===== src/rtl/uart_pkg.sv =====
// Shared definitions for the UART receive path: FSM state codes, character
// width, and helpers for mid-bit sample index and the oversample divider.
package uart_pkg;

  localparam int unsigned DATA_BITS = 8;
  localparam int unsigned ST_W      = 3;

  typedef logic [ST_W-1:0] state_t;

  localparam state_t ST_IDLE   = 3'd0;
  localparam state_t ST_START  = 3'd1;
  localparam state_t ST_DATA   = 3'd2;
  localparam state_t ST_PARITY = 3'd3;
  localparam state_t ST_STOP   = 3'd4;

  // Centre sample index within one bit period.
  function automatic int unsigned mid_sample(input int unsigned os);
    return os / 2;
  endfunction

  // Rounded clocks per oversample tick, never below 1.
  function automatic int unsigned calc_div(input int unsigned clk_hz,
                                           input int unsigned baud,
                                           input int unsigned os);
    int unsigned den;
    int unsigned q;
    den = baud * os;
    q   = (clk_hz + den / 2) / den;
    return (q == 0) ? 1 : q;
  endfunction

endpackage


===== src/rtl/uart_rx_fifo.sv =====
// First-word-fall-through receive FIFO with full-drop and sticky overrun.
// DEPTH must be a power of two, at least 2.
module uart_rx_fifo #(
  parameter int unsigned WIDTH = 8,
  parameter int unsigned DEPTH = 8,
  localparam int unsigned CW   = $clog2(DEPTH) + 1
) (
  input  logic             clk,
  input  logic             rst_n,
  input  logic             push,
  input  logic [WIDTH-1:0] push_data,
  input  logic             pop_ready,
  output logic [WIDTH-1:0] head,
  output logic             valid,
  output logic             overrun,
  output logic [CW-1:0]    count
);

  localparam int unsigned AW = $clog2(DEPTH);

  logic [WIDTH-1:0] mem_q [DEPTH];
  logic [WIDTH-1:0] mem_d [DEPTH];
  logic [AW-1:0]    wr_q, wr_d;
  logic [AW-1:0]    rd_q, rd_d;
  logic [CW-1:0]    cnt_q, cnt_d;
  logic             ovr_q, ovr_d;
  logic             full_c, empty_c, do_pop_c, do_push_c;

  // Pointer, count and overrun update; a push into a full FIFO only lands
  // when the head leaves in the same cycle.
  always_comb begin
    mem_d     = mem_q;
    wr_d      = wr_q;
    rd_d      = rd_q;
    cnt_d     = cnt_q;
    ovr_d     = ovr_q;
    full_c    = (cnt_q == CW'(DEPTH));
    empty_c   = (cnt_q == '0);
    do_pop_c  = !empty_c && pop_ready;
    do_push_c = push && (!full_c || do_pop_c);

    if (do_push_c) begin
      mem_d[wr_q] = push_data;
      wr_d        = wr_q + AW'(1);
    end
    if (do_pop_c) begin
      rd_d = rd_q + AW'(1);
    end
    if (push && full_c && !do_pop_c) begin
      ovr_d = 1'b1;
    end
    case ({do_push_c, do_pop_c})
      2'b10:   cnt_d = cnt_q + CW'(1);
      2'b01:   cnt_d = cnt_q - CW'(1);
      default: cnt_d = cnt_q;
    endcase
  end

  // Storage and control registers, synchronously cleared.
  always_ff @(posedge clk) begin
    if (!rst_n) begin
      for (int i = 0; i < int'(DEPTH); i++) begin
        mem_q[i] <= '0;
      end
      wr_q  <= '0;
      rd_q  <= '0;
      cnt_q <= '0;
      ovr_q <= 1'b0;
    end else begin
      mem_q <= mem_d;
      wr_q  <= wr_d;
      rd_q  <= rd_d;
      cnt_q <= cnt_d;
      ovr_q <= ovr_d;
    end
  end

  assign head    = mem_q[rd_q];
  assign valid   = (cnt_q != '0);
  assign overrun = ovr_q;
  assign count   = cnt_q;

endmodule


===== src/rtl/uart_rx_framer.sv =====
// UART receiver: oversampled start detection, majority-vote bit sampling,
// LSB-first deframing and a FWFT byte FIFO.
// Optional macro UART_RX_PARITY_EN selects 8E1 framing and adds parity_err;
// without it the framing is 8N1.
module uart_rx_framer
  import uart_pkg::*;
#(
  parameter int unsigned CLK_HZ     = 50000000,
  parameter int unsigned BAUD       = 115200,
  parameter int unsigned OVERSAMPLE = 16,
  parameter int unsigned FIFO_DEPTH = 8
) (
  input  logic                        RST_clk,
  input  logic                        RST_n,
  input  logic                        uart_rx_data,
  output logic [DATA_BITS-1:0]        rx_data,
  output logic                        rx_valid,
  input  logic                        rx_ready,
  output logic                        frame_err,
  output logic                        overrun,
  output logic                        uart_busy,
`ifdef UART_RX_PARITY_EN
  output logic                        parity_err,
`endif
  output logic [$clog2(FIFO_DEPTH):0] fifo_count
);

  localparam int unsigned DIV   = calc_div(CLK_HZ, BAUD, OVERSAMPLE);
  localparam int unsigned DIV_W = (DIV > 1) ? $clog2(DIV) : 1;
  localparam int unsigned SMP_W = $clog2(OVERSAMPLE);
  localparam int unsigned MID   = mid_sample(OVERSAMPLE);
  localparam int unsigned BIT_W = $clog2(DATA_BITS);

  logic                 sync1_q, sync1_d;
  logic                 sync2_q, sync2_d;
  logic                 prev_q, prev_d;
  state_t               state_q, state_d;
  logic [DIV_W-1:0]     div_q, div_d;
  logic [SMP_W-1:0]     smp_q, smp_d;
  logic                 s_lo_q, s_lo_d;
  logic                 s_mid_q, s_mid_d;
  logic [BIT_W-1:0]     bit_q, bit_d;
  logic [DATA_BITS-1:0] sh_q, sh_d;
  logic                 busy_q, busy_d;
  logic                 ferr_q, ferr_d;
`ifdef UART_RX_PARITY_EN
  logic                 par_bad_q, par_bad_d;
  logic                 perr_q, perr_d;
`endif

  logic fall_c, maj_c, tick_c, mid_c, end_c, push_c;

  // Two-flop synchronizer plus a delayed copy for edge detection.
  always_comb begin
    sync1_d = uart_rx_data;
    sync2_d = sync1_q;
    prev_d  = sync2_q;
  end

  assign fall_c = prev_q & ~sync2_q;
  // Vote across the samples just before, at and after mid-bit.
  assign maj_c  = (s_lo_q & s_mid_q) | (s_lo_q & sync2_q) | (s_mid_q & sync2_q);

  // Tick/sample timing and the receive FSM.
  always_comb begin
    state_d = state_q;
    div_d   = div_q;
    smp_d   = smp_q;
    s_lo_d  = s_lo_q;
    s_mid_d = s_mid_q;
    bit_d   = bit_q;
    sh_d    = sh_q;
    busy_d  = busy_q;
    ferr_d  = 1'b0;
    push_c  = 1'b0;
    tick_c  = 1'b0;
    mid_c   = 1'b0;
    end_c   = 1'b0;
`ifdef UART_RX_PARITY_EN
    par_bad_d = par_bad_q;
    perr_d    = 1'b0;
`endif

    if (state_q == ST_IDLE) begin
      div_d = '0;
      smp_d = '0;
      if (fall_c) begin
        state_d = ST_START;
        busy_d  = 1'b1;
        bit_d   = '0;
`ifdef UART_RX_PARITY_EN
        par_bad_d = 1'b0;
`endif
      end
    end else begin
      if (div_q == DIV_W'(DIV - 1)) begin
        div_d  = '0;
        tick_c = 1'b1;
      end else begin
        div_d = div_q + DIV_W'(1);
      end

      if (tick_c) begin
        smp_d = (smp_q == SMP_W'(OVERSAMPLE - 1)) ? '0 : smp_q + SMP_W'(1);
        if (smp_q == SMP_W'(MID - 1)) s_lo_d  = sync2_q;
        if (smp_q == SMP_W'(MID))     s_mid_d = sync2_q;
        mid_c = (smp_q == SMP_W'(MID + 1));
        end_c = (smp_q == SMP_W'(OVERSAMPLE - 1));
      end

      case (state_q)
        ST_START: begin
          if (mid_c && maj_c) begin
            state_d = ST_IDLE;
            busy_d  = 1'b0;
          end else if (end_c) begin
            state_d = ST_DATA;
            bit_d   = '0;
          end
        end
        ST_DATA: begin
          if (mid_c) begin
            sh_d = {maj_c, sh_q[DATA_BITS-1:1]};
          end
          if (end_c) begin
            if (bit_q == BIT_W'(DATA_BITS - 1)) begin
`ifdef UART_RX_PARITY_EN
              state_d = ST_PARITY;
`else
              state_d = ST_STOP;
`endif
              bit_d = '0;
            end else begin
              bit_d = bit_q + BIT_W'(1);
            end
          end
        end
`ifdef UART_RX_PARITY_EN
        ST_PARITY: begin
          if (mid_c) begin
            par_bad_d = (^sh_q) ^ maj_c;
            perr_d    = (^sh_q) ^ maj_c;
          end
          if (end_c) begin
            state_d = ST_STOP;
          end
        end
`endif
        ST_STOP: begin
          // Decide at mid-stop and leave at once to absorb negative skew.
          if (mid_c) begin
            state_d = ST_IDLE;
            busy_d  = 1'b0;
            if (maj_c) begin
`ifdef UART_RX_PARITY_EN
              push_c = !par_bad_q;
`else
              push_c = 1'b1;
`endif
            end else begin
              ferr_d = 1'b1;
            end
          end
        end
        default: begin
          state_d = ST_IDLE;
          busy_d  = 1'b0;
        end
      endcase
    end
  end

  // Framer registers, synchronously reset; line flops idle high.
  always_ff @(posedge RST_clk) begin
    if (!RST_n) begin
      sync1_q <= 1'b1;
      sync2_q <= 1'b1;
      prev_q  <= 1'b1;
      state_q <= ST_IDLE;
      div_q   <= '0;
      smp_q   <= '0;
      s_lo_q  <= 1'b1;
      s_mid_q <= 1'b1;
      bit_q   <= '0;
      sh_q    <= '0;
      busy_q  <= 1'b0;
      ferr_q  <= 1'b0;
`ifdef UART_RX_PARITY_EN
      par_bad_q <= 1'b0;
      perr_q    <= 1'b0;
`endif
    end else begin
      sync1_q <= sync1_d;
      sync2_q <= sync2_d;
      prev_q  <= prev_d;
      state_q <= state_d;
      div_q   <= div_d;
      smp_q   <= smp_d;
      s_lo_q  <= s_lo_d;
      s_mid_q <= s_mid_d;
      bit_q   <= bit_d;
      sh_q    <= sh_d;
      busy_q  <= busy_d;
      ferr_q  <= ferr_d;
`ifdef UART_RX_PARITY_EN
      par_bad_q <= par_bad_d;
      perr_q    <= perr_d;
`endif
    end
  end

  assign uart_busy = busy_q;
  assign frame_err = ferr_q;
`ifdef UART_RX_PARITY_EN
  assign parity_err = perr_q;
`endif

  uart_rx_fifo #(
    .WIDTH (DATA_BITS),
    .DEPTH (FIFO_DEPTH)
  ) u_fifo (
    .clk       (RST_clk),
    .rst_n     (RST_n),
    .push      (push_c),
    .push_data (sh_q),
    .pop_ready (rx_ready),
    .head      (rx_data),
    .valid     (rx_valid),
    .overrun   (overrun),
    .count     (fifo_count)
  );

endmodule


===== config.mk =====
export PLATFORM = sky130hd
export DESIGN_NAME = uart_rx_framer
export DESIGN_NICKNAME = d
export VERILOG_FILES = /design/src/rtl/uart_pkg.sv /design/src/rtl/uart_rx_fifo.sv /design/src/rtl/uart_rx_framer.sv
export SDC_FILE = /design/constraint.sdc
export NUM_CORES = 1
export LEC_CHECK = 0
export CAP_MARGIN = 15
export CORE_MARGIN = 1
export CORE_UTILIZATION = 25
export CTS_CLUSTER_DIAMETER = 150
export DETAILED_ROUTE_END_ITERATION = 8
export SYNTH_ARGS = -nofsm -noshare
export SYNTH_HDL_FRONTEND = slang
export SYNTH_SLANG_ARGS = --single-unit

===== constraint.sdc =====
create_clock -name RST_clk -period 2.95 [get_ports RST_clk]
set_input_delay 0.59 -clock RST_clk [delete_from_list [all_inputs] [get_ports RST_clk]]
set_output_delay 0.59 -clock RST_clk [all_outputs]
set_load 0.01 [all_outputs]

==> flow_summary.yaml <==
floorplan:
  ios: 20
  dieArea_um2: 21500
  rows: 52
  coreArea_um2: 20400
  die_x_um: 147
  chipHeight_um: 147
  start_util: 0.257
global_route:
  grt_max_degree: 82
  antenna_found_initial: 0
  grt_pass1_vias: 3888
  track_usage: 0.118
  grt_first_pass_wirelength_mm: 20.3
  overflow: 0
final_layout:
  fillers: 2112
  syn_to_final_growth_pct: 13.2
  layout-drive-gt1-share: 0.132
  diodes: 0
  final_cell_count_no_fill: 831
  final_nets: 572
place:
  dp.cells: 815
  dp_hpwl_mm: 7.69
  port_buffers: 19
  gp_congestion: 0.762
clock_tree:
  root_buffer: "clkbuf_16"
  cts.sinks: 105
  cts_setup_buffers: 0
  cts_resized: 0
  cts.clk_slew.worst_paths_ns: 0.07
  numCtsBuffers: 9
  cts_tree: "yes"
  postCtsHoldBufs: 0
  clk_path_buf_depth: 2
  clock_latency_ns: 0.37
  h-tree-depth: 3
synth:
  synth_top_area_cell: "dfxtp_1"
  ys_types: 61
  synth_top_area_frac: 0.402
  ys_warn_count: 0
  ys_top_cells_by_count: "105 x dfxtp_1, 74 x nand3_1, 73 x a21oi_1, 70 x o21ai_0, 28 x nor2_1"
  syn-num-nets: 581
  post-synth-top-count-cell: "dfxtp_1"
  synth-seq-area-share: 0.402
  ys.flop_type: "dfxtp_1"
  synth_area_per_cell_um2: 9.26
  synth-edff-count: 0
  synthArstFlopShare: 0
  synth-seq-cells: 105
  syn_area_um2: 5230
  syn_inst: 565
  netlist_top_cells_area: "dfxtp_1 40%, nand3_1 7.1%, a21oi_1 7.0%"
sta:
  maxSlewHeadroom: 0.538
  fmax_mhz: 351
  finalSetupTns_ns: 0
  tightest_slew_ns: 0.693
  period_needed_ns: 2.85
  skew_ns: 0.0106
  finalCritPeriodShare: 0.965
  setup_viol: 0
  finalHoldViolations: 0
  grt_setup_unrepaired: "false"
  slew_violations: 0
setup_path:
  crit_chain: "buf_12 > mux4_2 > mux2_2 > clkdlybuf4s50_1"
  cp_max_fo: 18
  crit_required_ns: 2.36
  start_kind: "flip-flop"
  cp_slowest_stage_delay_ns: 0.56
  critical_path_arrival_ns: 2.26
  r2r_cells: 10
  slowest_stage: "mux4_2"
  critPathKind: "flip-flop to primary output"
  endpoint_kind: "primary output"
flow_run:
  max_cap_violations: 0
outcome:
  outcome: "completed"
route:
  wl_per_cell_um: 14.7
  first_iter_violations: 239
  totalWireLength_mm: 12.2
  post_drt_via_cell_ratio: 4.95
  route.vias.total: 4110
  drtAntennaViolNets: 0
  firstDrtPassIters: 4
  drc: 0
power:
  power_density_nw_per_um2: 457
  p_leak_nw: 1.86
  peakVddDrop_uv: 291
hold_path:
  hold_path.class: "flip-flop to flip-flop"
  holdPathStages: 1
-- cells in the final DEF (no fill, tap or decap), types with 3 or more instances in the layout --
| master | n |
|---|---|
| nor2_1 | 28 |
| o2111ai_4 | 3 |
| or3_1 | 4 |
| nor2b_1 | 5 |
| or3b_2 | 3 |
| o21ai_1 | 3 |
| clkbuf_16 | 9 |
| a21oi_1 | 73 |
| ha_1 | 12 |
| nor3b_1 | 4 |
| o2111a_1 | 3 |
| o21ai_0 | 70 |
| nand3_1 | 73 |
| xor2_1 | 8 |
| mux4_2 | 16 |
| buf_4 | 12 |
| nand2b_1 | 7 |
| dfxtp_1 | 105 |
| nor3_1 | 4 |
| o21a_1 | 4 |
| mux2_2 | 8 |
| clkdlybuf4s50_1 | 19 |
| nand2_1 | 13 |
| a31oi_1 | 3 |
| mux2i_1 | 14 |
| inv_1 | 4 |
-- worst paths after layout --
check / from / to / slack (ns)
worst max register to register: u_fifo.count[1]$_SDFFE_PN0P_ / u_fifo.count[2]$_SDFFE_PN0P_ / 0.36
worst max-delay path: u_fifo.rd_q[0]$_SDFFE_PN0P_ / rx_data[2] / 0.10
worst min register to register: sync1_q$_SDFF_PN1_ / prev_d$_SDFF_PN1_ / 0.41
worst min-delay path: sync1_q$_SDFF_PN1_ / prev_d$_SDFF_PN1_ / 0.41
-- registers in the layout, indices dropped and copies added (netlist names) --
signal and cells:
bit_q 3, div_q 5, frame_err 1, prev_d 1, prev_q 1, s_lo_q 1
s_mid_q 1, sh_q 8, smp_q 4, state_q 3, sync1_q 1, u_fifo.count 4
u_fifo.mem_q 64, u_fifo.overrun 1, u_fifo.rd_q 3, u_fifo.wr_q 3, uart_busy 1
-- where the power goes --
part | leakage, nW | total (mW) | switching, mW | internal [mW]
sequential | 0.846 | 1.43 | 0.00391 | 1.42
clock | 0.144 | 1.21 | 0.593 | 0.615
combinational | 0.868 | 0.0696 | 0.0440 | 0.0255
total | 1.86 | 2.70 | 0.641 | 2.06
-- logic make-up after synthesis --
| group | synth area share |
|---|---|
| and+or+nand+nor | 0.167 |
| DFF | 0.402 |
| xor gates and xnor gates | 0.0151 |
| adders and majority gates | 0.0308 |
| AOI/OAI and AO/OA | 0.216 |
| buffers and inverters | 0.0564 |
| muxes | 0.113 |
-- critical path, delay by kind of cell (launching register included) --
family | cells | cell delay [ns]
flip-flops | 1 | 0.36
multiplexers | 2 | 0.85
buffers and inverters | 2 | 0.68
-- routing by layer --
layer / up-vias / global-route usage / share of wire / wire length, um
li1: 2063 / - / - / -
met4: 0 / 0.0484 / 0.017 / 206
met5: - / 0 / 0 / 0
met3: 11 / 0.0197 / 0.035 / 432
met2: 66 / 0.186 / 0.48 / 5790
met1: 1970 / 0.158 / 0.47 / 5760
-- final cells by class --
type | instances | area, um^2 | share of cell area
Clock inverter | 6 | 61.3 | 0.0104
Inverter | 5 | 18.8 | 0.00317
Sequential cell | 105 | 2100 | 0.355
Tap cell | 270 | 338 | 0.0571
Multi-Input combinational cell | 402 | 2840 | 0.480
Timing Repair Buffer | 33 | 320 | 0.0541
Clock buffer | 10 | 239 | 0.0404
-- stage by stage --
stage	cell area, um^2	utilization	total power, mW	hold slack, ns	setup slack, ns
2_1_floorplan	5230	-	1.50	0.386	0.220
3_3_place_gp	5620	0.276	1.53	0.400	0.105
3_5_place_dp	5620	0.276	1.53	0.394	0.0819
4_1_cts	5920	0.291	2.73	0.412	0.0840
5_1_grt	5920	0.291	2.79	0.427	0.0314
6_report	5920	0.291	2.70	0.410	0.103
Power figures use the tool's default switching activity.
